## src/rtl/serial_add_ctrl_pkg.sv

```systemverilog
// Shared definitions for the bit-serial add/subtract controller:
// FSM state encodings and the bit-counter width helper.
package serial_add_ctrl_pkg;

    typedef enum logic [1:0] {
        ST_IDLE = 2'd0,
        ST_RUN  = 2'd1,
        ST_DONE = 2'd2
    } state_t;

    // Width of a counter that must reach width-1; never narrower than one bit.
    function automatic int cntWidth(input int width);
        int w;
        w = $clog2(width);
        return (w < 1) ? 1 : w;
    endfunction

endpackage

```

## src/rtl/serial_add_ctrl_if.sv

```systemverilog
// Request/result bundle of the serial adder: the caller (master) drives the
// operands and start, the controller (slave) returns busy/done and results.
interface serial_add_ctrl_if #(
    parameter int WIDTH = 8
);

    logic             start;
    logic             sub;
    logic [WIDTH-1:0] a;
    logic [WIDTH-1:0] b;
    logic             busy;
    logic             done;
    logic [WIDTH-1:0] sum;
    logic             cout;
    logic             ovf;

    modport master (
        output start, sub, a, b,
        input  busy, done, sum, cout, ovf
    );

    modport slave (
        input  start, sub, a, b,
        output busy, done, sum, cout, ovf
    );

endinterface

```

## src/rtl/serial_add_ctrl_adder_1bit.sv

```systemverilog
// Single full-adder cell; the serial controller reuses it once per bit.
module adder_1bit (
    input  logic a_i,
    input  logic b_i,
    input  logic ci_i,
    output logic s_o,
    output logic co_o
);

    // Plain combinational full adder.
    always_comb begin
        s_o  = a_i ^ b_i ^ ci_i;
        co_o = (a_i & b_i) | (a_i & ci_i) | (b_i & ci_i);
    end

endmodule

```

## src/rtl/serial_add_ctrl.sv

```systemverilog
// Bit-serial add/subtract controller: one full-adder cell is stepped over
// WIDTH cycles, LSB first, behind a start/busy/done handshake.
// Optional feature macro: SERIAL_ADD_SAT_EN -- clamps the sum on signed
// overflow (cout and ovf still report the raw result).
module serial_add_ctrl
    import serial_add_ctrl_pkg::*;
#(
    parameter int WIDTH = 8
) (
    input  logic             clk,
    input  logic             rst,
    serial_add_ctrl_if.slave bus
);

    localparam int CNT_W = cntWidth(WIDTH);

    state_t             state_q;
    state_t             state_d;
    // Operand A register doubles as the result shift register: each RUN edge
    // consumes bit 0 and shifts the new sum bit in at the MSB, so after WIDTH
    // edges it holds the complete result.
    logic [WIDTH-1:0]   shiftA_q;
    logic [WIDTH-1:0]   opB_q;
    logic               carry_q;
    logic [CNT_W-1:0]   cnt_q;
    logic [WIDTH-1:0]   sum_q;
    logic               cout_q;
    logic               ovf_q;

    logic               cellS;
    logic               cellCo;
    logic               lastBit;
    logic               ovfNext;
    logic [WIDTH-1:0]   resNext;
    logic [WIDTH-1:0]   sumFinal;

    adder_1bit u_cell (
        .a_i  (shiftA_q[0]),
        .b_i  (opB_q[0]),
        .ci_i (carry_q),
        .s_o  (cellS),
        .co_o (cellCo)
    );

    assign lastBit = (cnt_q == CNT_W'(WIDTH - 1));

    // Final-bit result: complete sum word, overflow, and optional clamp.
    // At the last bit shiftA_q[0] is still the original MSB of operand A,
    // which tells positive from negative overflow.
    always_comb begin
        resNext  = {cellS, shiftA_q[WIDTH-1:1]};
        ovfNext  = carry_q ^ cellCo;
        sumFinal = resNext;
`ifdef SERIAL_ADD_SAT_EN
        if (ovfNext) begin
            sumFinal = shiftA_q[0] ? {1'b1, {(WIDTH-1){1'b0}}}
                                   : {1'b0, {(WIDTH-1){1'b1}}};
        end
`endif
    end

    // State register.
    always_ff @(posedge clk or posedge rst) begin
        if (rst) begin
            state_q <= ST_IDLE;
        end else begin
            state_q <= state_d;
        end
    end

    // Next-state logic: IDLE -> RUN on start, RUN -> DONE on the MSB, DONE lasts one cycle.
    always_comb begin
        state_d = state_q;
        case (state_q)
            ST_IDLE: if (bus.start) state_d = ST_RUN;
            ST_RUN:  if (lastBit)   state_d = ST_DONE;
            ST_DONE: state_d = ST_IDLE;
            default: state_d = ST_IDLE;
        endcase
    end

    // Datapath: latch operands on start, step one bit per RUN edge, and load
    // the visible results on the MSB edge so they hold after DONE.
    always_ff @(posedge clk or posedge rst) begin
        if (rst) begin
            shiftA_q <= '0;
            opB_q    <= '0;
            carry_q  <= 1'b0;
            cnt_q    <= '0;
            sum_q    <= '0;
            cout_q   <= 1'b0;
            ovf_q    <= 1'b0;
        end else begin
            case (state_q)
                ST_IDLE: begin
                    if (bus.start) begin
                        shiftA_q <= bus.a;
                        opB_q    <= bus.sub ? ~bus.b : bus.b;
                        carry_q  <= bus.sub;
                        cnt_q    <= '0;
                    end
                end
                ST_RUN: begin
                    shiftA_q <= resNext;
                    opB_q    <= opB_q >> 1;
                    carry_q  <= cellCo;
                    if (lastBit) begin
                        sum_q  <= sumFinal;
                        cout_q <= cellCo;
                        ovf_q  <= ovfNext;
                    end else begin
                        cnt_q <= cnt_q + 1'b1;
                    end
                end
                default: begin
                end
            endcase
        end
    end

    assign bus.busy = (state_q != ST_IDLE);
    assign bus.done = (state_q == ST_DONE);
    assign bus.sum  = sum_q;
    assign bus.cout = cout_q;
    assign bus.ovf  = ovf_q;

endmodule

```

## src/flat_wrapper.sv

```systemverilog
// flat-port wrapper written by rule: the top's interface ports become plain ports
module serial_add_ctrl_flat import serial_add_ctrl_pkg::*;
#(
    parameter int WIDTH = 8
)
  (clk, rst, bus_start, bus_sub, bus_a, bus_b, bus_busy, bus_done, bus_sum, bus_cout, bus_ovf);
  serial_add_ctrl_if #(.WIDTH(WIDTH)) bus_i ();
  input  logic clk;
  input  logic rst;
  input wire logic [$bits(bus_i.start)-1:0] bus_start;
  input wire logic [$bits(bus_i.sub)-1:0] bus_sub;
  input wire logic [$bits(bus_i.a)-1:0] bus_a;
  input wire logic [$bits(bus_i.b)-1:0] bus_b;
  output wire logic [$bits(bus_i.busy)-1:0] bus_busy;
  output wire logic [$bits(bus_i.done)-1:0] bus_done;
  output wire logic [$bits(bus_i.sum)-1:0] bus_sum;
  output wire logic [$bits(bus_i.cout)-1:0] bus_cout;
  output wire logic [$bits(bus_i.ovf)-1:0] bus_ovf;
  assign bus_i.start = bus_start;
  assign bus_i.sub = bus_sub;
  assign bus_i.a = bus_a;
  assign bus_i.b = bus_b;
  assign bus_busy = bus_i.busy;
  assign bus_done = bus_i.done;
  assign bus_sum = bus_i.sum;
  assign bus_cout = bus_i.cout;
  assign bus_ovf = bus_i.ovf;
  serial_add_ctrl #(.WIDTH(WIDTH)) u_core (.clk(clk), .rst(rst), .bus(bus_i));
endmodule
```

## config.mk

```make
export PLATFORM = sky130hd
export DESIGN_NAME = serial_add_ctrl_flat
export DESIGN_NICKNAME = d
export VERILOG_FILES = /design/src/rtl/serial_add_ctrl_pkg.sv /design/src/rtl/serial_add_ctrl_if.sv /design/src/rtl/serial_add_ctrl_adder_1bit.sv /design/src/rtl/serial_add_ctrl.sv /design/src/flat_wrapper.sv
export SDC_FILE = /design/constraint.sdc
export NUM_CORES = 1
export LEC_CHECK = 0
export CAP_MARGIN = 20
export CORE_ASPECT_RATIO = 0.75
export CORE_MARGIN = 2
export CORE_UTILIZATION = 45
export DETAILED_ROUTE_END_ITERATION = 7
export GPL_TIMING_DRIVEN = 0
export HOLD_SLACK_MARGIN = 0.12
export PLACE_DENSITY_LB_ADDON = 0.2
export SYNTH_ARGS = -nofsm -noshare
export SYNTH_HDL_FRONTEND = slang
export SYNTH_SLANG_ARGS = --single-unit
export TNS_END_PERCENT = 1
```

## constraint.sdc

```tcl
create_clock -name clk -period 1.5 [get_ports clk]
set_input_delay 0.15 -clock clk [delete_from_list [all_inputs] [get_ports clk]]
set_output_delay 0.15 -clock clk [all_outputs]
set_load 0.01 [all_outputs]
```

==> impl_results.md, run 1 <==
- Synth Net Count: 148
- # diodes: 0
- Ys Warns: 0
- Finished Core Util: 63.4%
- DIE HEIGHT: 54.2 µm
- Core box area: 3240 µm²
- Total power: 3.84 mW
- Initial Util: 46.6%
- PortBufs: 30
- Worst Max-Slew Pin Slew: 467 ps
- # DRC: 0
- Final Cycle Share: 102%
- Status: finished with violations
- Placed cells: 196
- I/O pins: 32
- Clock Skew: 7.12 ps
- Die W: 71.0 µm
- Synth Instances: 125
- CTS max path bufs: 2
- Layout cells sized above 1: 21.6%
- CP Depth: 5
- Most frequent cells in the layout: dfrtp_1, clkdlybuf4s50_1, nand2_1, a22oi_1, o21ai_0
- Crit path kind: reg -> reg
- TritonCTS Buffers: 5
- Final instance area: 2060 µm²
- Via count: 1162
- Synth cell types: 27
- Fin worst setup slack: -32.8 ps
- Final setup vio count: 8
- Die ar.: 3850 µm²
- Pwr per Cell Area: 1870 nW/µm²
- Drt total wl: 3.29 mm
- Worst path cell trace: ha_2 > ha_4 > nand3b_1 > buf_6 > mux2_4
- Clock latency on the worst-skew pair: 280 ps
- Failing checks: negative setup slack
- NumNets Final: 194
- Pre-Repair DR Iteration Count: 4
- RSZ-0062 raised after global routing: true
- Rel. slew slack: 68.8%
- CTS Root Cell: clkbuf_8
- Antenna violations before repair: 0
- DRT iter0 DRCs: 92
- First-pass GRT wire length: 5.09 mm
- Largest net degree at the start of global routing: 24
- Flops & latches, synth: 32
- Vias in the first global route: 1066
- H-tree depth: 2
- Setup TNS: -192 ps
- Register-to-Register Path Depth: 5
- Synthesized area: 1510 µm²
- WP buf/inv: 1
- CP peak stage delay: 380 ps
- CP delay by family, top: flip-flops
- Required time of the critical path: 1670 ps
- Placed Area: 1900 µm²
- Hold Vio Cnt, Final: 0
- Minimum clock period: 1530 ps
- Floorplan row count: 18
- Post-placement setup slack: -130 ps
- Maximum VDD drop: 1.13 mV
- TritonCTS clock tree: done
- Register area share after synthesis: 52.9%
- Worst EP arrival: 1700 ps
- Max Slew Vio Count: 0
- Clk slew on worst S/H paths: 60 ps
- Critical path endpoint category: register
- GR Overflow Total: 0
- Commonest non-fill, non-tap cell in the layout: dfrtp_1
- Static leakage: 0.953 nW
- Startpoint class of the critical path: register
- HPWL Detailed: 2.19 mm
- Fin cells: 211
- Crit path max fanout: 5
- Antenna viol nets, final: 0
- Gp weighted congestion: 0.856
- Hold WS: 178 ps
- Critical Path Slowest Stage Cell: dfrtp_1
- Synthesized area per cell: 12.1 µm²
- Fmax: 652 MHz
- Vias/cell: 5.51
- Area growth, synth to finish: 35.9%
- GRT Resource Usage Total: 18.0%
- Avg WL per Cell: 15.6 µm
- Worst hold path type: in -> async
- Fill cells: 254
- Clock sinks: 32
- Maxcap violations: 0
==> layout make-up <==
| class | instances | area, µm² | area share [%] |
|---|---|---|---|
| multi-input cells | 82 | 677 | 32.9 |
| plain buffers | 9 | 57.6 | 2.80 |
| flip-flops and latches | 32 | 801 | 39.0 |
| well taps | 40 | 50.0 | 2.43 |
| inverters | 2 | 7.51 | 0.365 |
| clock buffers | 6 | 72.6 | 3.53 |
| repair buffers | 39 | 385 | 18.7 |
| clock inverters | 1 | 5.00 | 0.243 |
==> worst register-to-register path, cell delays in order, from the launching register on <==
cell,delay (ps)
dfrtp_1,380
ha_2,210
ha_4,170
nand3b_1,180
buf_6,180
mux2_4,310
==> registers in the layout, indices dropped and copies added (netlist names) <==
signal           flops
u_core.bus.sum       8
u_core.bus.ovf       1
u_core.opB_q         8
u_core.carry_q       1
u_core.shiftA_q      8
u_core.cnt_q         3
u_core.bus.cout      1
u_core.state_q       2
==> per-layer routing <==
| layer | GRT usage [%] | vias to the layer above | wire length (µm) |
|---|---|---|---|
| li1 | - | 547 | - |
| met1 | 23.6 | 585 | 1630 |
| met2 | 28.5 | 23 | 1500 |
| met3 | 4.97 | 7 | 109 |
| met4 | 8.49 | 0 | 48 |
| met5 | 0 | - | 0 |
==> repair_timing <==
action,4_1_cts,5_1_grt
setup endpoints to repair,9,7
pin swaps,1,1
hold buffers,0,0
gates cloned,0,1
gates resized for setup,10,4
buffers inserted,1,6
==> path summary, 6_finish.rpt <==
kind	start	to	slack [ps]
setup / recovery	u_core.cnt_q[0]	u_core.bus.sum[2]	-30
hold / removal	rst	u_core.bus.sum[7]	180
setup reg to reg	u_core.cnt_q[0]	u_core.bus.sum[2]	-30
hold reg to reg	u_core.bus.ovf	u_core.bus.ovf	480
max in group asynchronous	rst	u_core.state_q[0]	850
min in group clk	bus_sub	u_core.carry_q	350
==> cell usage after synthesis <==
cell type / number / share of area [%]
or2_2: 1 / 0.41
o21ai_1: 2 / 0.66
xor2_1: 6 / 3.5
nor3_1: 2 / 0.66
nor2_1: 2 / 0.50
inv_1: 2 / 0.50
and3b_1: 5 / 2.9
xnor2_1: 3 / 1.7
o21ai_0: 8 / 2.6
a221o_1: 7 / 4.6
mux2_2: 3 / 2.2
mux2_4: 7 / 6.9
clkbuf_2: 1 / 0.33
fa_1: 1 / 1.3
nand3b_1: 1 / 0.50
ha_1: 2 / 1.7
nand2_1: 10 / 2.5
clkbuf_1: 2 / 0.50
buf_2: 5 / 1.7
nand2b_1: 2 / 0.83
a22oi_1: 9 / 4.5
a22o_1: 6 / 3.5
nor2b_1: 3 / 1.2
dfrtp_1: 32 / 53
a21oi_1: 1 / 0.33
o21bai_1: 1 / 0.50
buf_4: 1 / 0.50
==> where the power goes <==
group	total, mW	leakage (nW)	switching [mW]	internal (mW)
sequential	1.51	0.402	0.262	1.25
combinational	1.71	0.509	0.696	1.02
clock	0.614	0.0410	0.299	0.315
==> logic make-up after synthesis <==
logic type	Yosys count	share of synthesized area [%]
AOI/OAI and AO/OA	34	16.7
and+or+nand+nor	26	9.51
DFF	32	52.9
buffers and inverters	11	3.47
adders and majority gates	3	2.98
xor gates and xnor gates	9	5.21
muxes	10	9.18
No activity file was read; power rests on OpenSTA's default activity.
==> run 2: changes to the inputs <==
--- a/config.mk
+++ b/config.mk
@@ -6,12 +6,14 @@
 export NUM_CORES = 1
 export LEC_CHECK = 0
 export CAP_MARGIN = 20
-export CORE_ASPECT_RATIO = 0.75
+export CORE_ASPECT_RATIO = 0.8
 export CORE_MARGIN = 2
-export CORE_UTILIZATION = 45
+export CORE_UTILIZATION = 47
+export CTS_BUF_LIST = sky130_fd_sc_hd__clkbuf_2
 export DETAILED_ROUTE_END_ITERATION = 7
 export GPL_TIMING_DRIVEN = 0
 export HOLD_SLACK_MARGIN = 0.12
+export MAX_ROUTING_LAYER = met4
 export PLACE_DENSITY_LB_ADDON = 0.2
 export SYNTH_ARGS = -nofsm -noshare
 export SYNTH_HDL_FRONTEND = slang
==> impl_results.md, run 2 (synthesis gave the netlist of run 1 again) <==
- Status: finished with violations (unchanged)
- Startpoint class of the critical path: register (unchanged)
- Fin worst setup slack: -24.5 ps (was -32.8 ps)
- # DRC: 0 (unchanged)
- First-pass GRT wire length: 5.47 mm (was 5.09 mm)
- Worst Max-Slew Pin Slew: 454 ps (was 467 ps)
- Clk slew on worst S/H paths: 140 ps (was 60 ps)
- Met2 usage: 35.3% (was 28.5%)
- Avg WL per Cell: 16.0 µm (was 15.6 µm)
- Clock sinks: 32 (unchanged)
- Maxcap violations: 0 (unchanged)
- # diodes: 0 (unchanged)
- HPWL Detailed: 2.37 mm (was 2.19 mm)
- Worst path cell trace: ha_2 > ha_4 > nand3b_1 > buf_6 > mux2_4 (unchanged)
- NumNets Final: 197 (was 194)
- CP peak stage delay: 420 ps (was 380 ps)
- Failing checks: negative setup slack (unchanged)
- Via count: 1157 (was 1162)
- Setup TNS: -90.9 ps (was -192 ps)
- H-tree depth: 2 (unchanged)
- Antenna viol nets, final: 0 (unchanged)
- Fill cells: 236 (was 254)
- Layout cells sized above 1: 23.4% (was 21.6%)
- Register area: 801 µm² (unchanged)
- Pwr per Cell Area: 1790 nW/µm² (was 1870 nW/µm²)
- PortBufs: 30 (unchanged)
- Clock latency on the worst-skew pair: 380 ps (was 280 ps)
- RSZ-0062 raised after global routing: true (unchanged)
- DRT iter0 DRCs: 50 (was 92)
- Gp weighted congestion: 0.869 (was 0.856)
- Most frequent cells in the layout: dfrtp_1, clkdlybuf4s50_1, buf_4, nand2_1 (was dfrtp_1, clkdlybuf4s50_1, nand2_1, a22oi_1, o21ai_0)
- Hold Vio Cnt, Final: 0 (unchanged)
- I/O pins: 32 (unchanged)
- Required time of the critical path: 1770 ps (was 1670 ps)
- TritonCTS Buffers: 5 (unchanged)
- Antenna violations before repair: 0 (unchanged)
- Area growth, synth to finish: 36.6% (was 35.9%)
- Crit path max fanout: 5 (unchanged)
- Initial Util: 49.0% (was 46.6%)
- Static leakage: 1.01 nW (was 0.953 nW)
- CTS Root Cell: clkbuf_2 (was clkbuf_8)
- Crit path kind: reg -> reg (unchanged)
- Minimum clock period: 1520 ps (was 1530 ps)
- Critical path endpoint category: register (unchanged)
- Final Cycle Share: 102% (about the same)
- Clock Skew: 19.7 ps (was 7.12 ps)
- Vias in the first global route: 1160 (was 1066)
- Met3 global-route usage: 4.94% (was 4.97%)
- Worst hold path type: in -> reg (was in -> async)
- Pre-Repair DR Iteration Count: 7 (was 4)
- Maximum VDD drop: 0.959 mV (was 1.13 mV)
- Vias/cell: 5.38 (was 5.51)
- Multi-input gate area: 687 µm² (was 677 µm²)
- Fmax: 656 MHz (was 652 MHz)
- Commonest non-fill, non-tap cell in the layout: dfrtp_1 (unchanged)
- Worst EP arrival: 1790 ps (was 1700 ps)
- Largest net degree at the start of global routing: 24 (unchanged)
- DIE HEIGHT: 54.7 µm (was 54.2 µm)
- GR Util met1: 26.2% (was 23.6%)
- Floorplan row count: 18 (unchanged)
- Max Slew Vio Count: 0 (unchanged)
- Fin cells: 215 (was 211)
- GRT Resource Usage Total: 21.6% (was 18.0%)
- Drt total wl: 3.44 mm (was 3.29 mm)
- TritonCTS clock tree: done (unchanged)
- Critical Path Slowest Stage Cell: dfrtp_1 (unchanged)
- Core box area: 3090 µm² (was 3240 µm²)
- Die ar.: 3690 µm² (was 3850 µm²)
- CTS max path bufs: 2 (unchanged)
- Final setup vio count: 6 (was 8)
- GR peak layer: met2 (unchanged)
- GR Overflow Total: 0 (unchanged)
- Die W: 67.4 µm (was 71.0 µm)
- Placed cells: 196 (unchanged)
- Rel. slew slack: 69.6% (was 68.8%)
## run 2: cell count changes in the layout (fill, tap and decap cells not counted), moves of 2 or more
cell and change:
clkdlybuf4s50_1 -4, clkbuf_2 +8, mux2_2 -2, dlymetal6s2s_1 +4, buf_4 +3, clkbuf_8 -4, mux2_4 +2
## run 2: worst max-delay path, delay by kind of cell, from the launching register on
kind | cells | cell delay, ps
flip-flops | 1 | 420
adder cells (fa/ha/maj) | 2 | 360
multiplexers | 1 | 300
AND/OR/NAND/NOR | 1 | 170
buffers and inverters | 1 | 170
## run 2: path summary, 6_finish.rpt
check / start / to / slack [ps] / depth (start not counted)
setup / recovery: u_core.cnt_q[0] / u_core.bus.sum[5] / -20 / 5
hold / removal: bus_sub / u_core.carry_q / 240 / 3
setup reg to reg: u_core.cnt_q[0] / u_core.bus.sum[5] / -20 / 5
hold reg to reg: u_core.bus.ovf / u_core.bus.ovf / 520 / 2
max in group asynchronous: rst / u_core.bus.sum[0] / 410 / 4
min in group asynchronous: rst / u_core.opB_q[2] / 630 / 3
## run 2: final cells by class
class | count | share of cell area (%)
Sequential cell | 32 | 38.7
Inverter | 2 | 0.363
Timing Repair Buffer | 42 | 20.5
Buffer | 9 | 2.91
Tap cell | 40 | 2.42
Multi-Input combinational cell | 82 | 33.2
Clock inverter | 1 | 0.182
Clock buffer | 7 | 1.69
## run 2: timing repair
item	CTS	global route
setup buffers	7	2
endpoints found under the setup margin	9	14
gates resized for setup	13	10
cloned	1	0
hold buffers	1	0
endpoints found under the hold margin	9	0
pin swaps	2	3
## run 2: metal layers
| metal | routed length, µm | part of all wire (%) |
|---|---|---|
| met1 | 1580 | 46 |
| met3 | 111 | 3.2 |
| met5 | 0 | 0 |
| met4 | 63 | 1.8 |
| met2 | 1680 | 49 |
## run 2: per-stage QoR
step / instance area (µm²) / hold WS (ps) / util, % / worst slack (ps) / total power [mW]
2_1_floorplan: 1520 / 266 / - / 6.57 / 2.51
3_3_place_gp: 1870 / 466 / 60.6 / -71.6 / 3.03
3_5_place_dp: 1900 / 485 / 61.5 / -120 / 3.16
4_1_cts: 2030 / 233 / 65.9 / 0.747 / 3.70
5_1_grt: 2070 / 240 / 67.0 / -69.2 / 3.97
6_report: 2070 / 241 / 67.0 / -24.5 / 3.71
## run 2: where the power goes
group	internal, mW	switching (mW)
clock	0.125	0.283
sequential	1.25	0.262
combinational	1.06	0.731
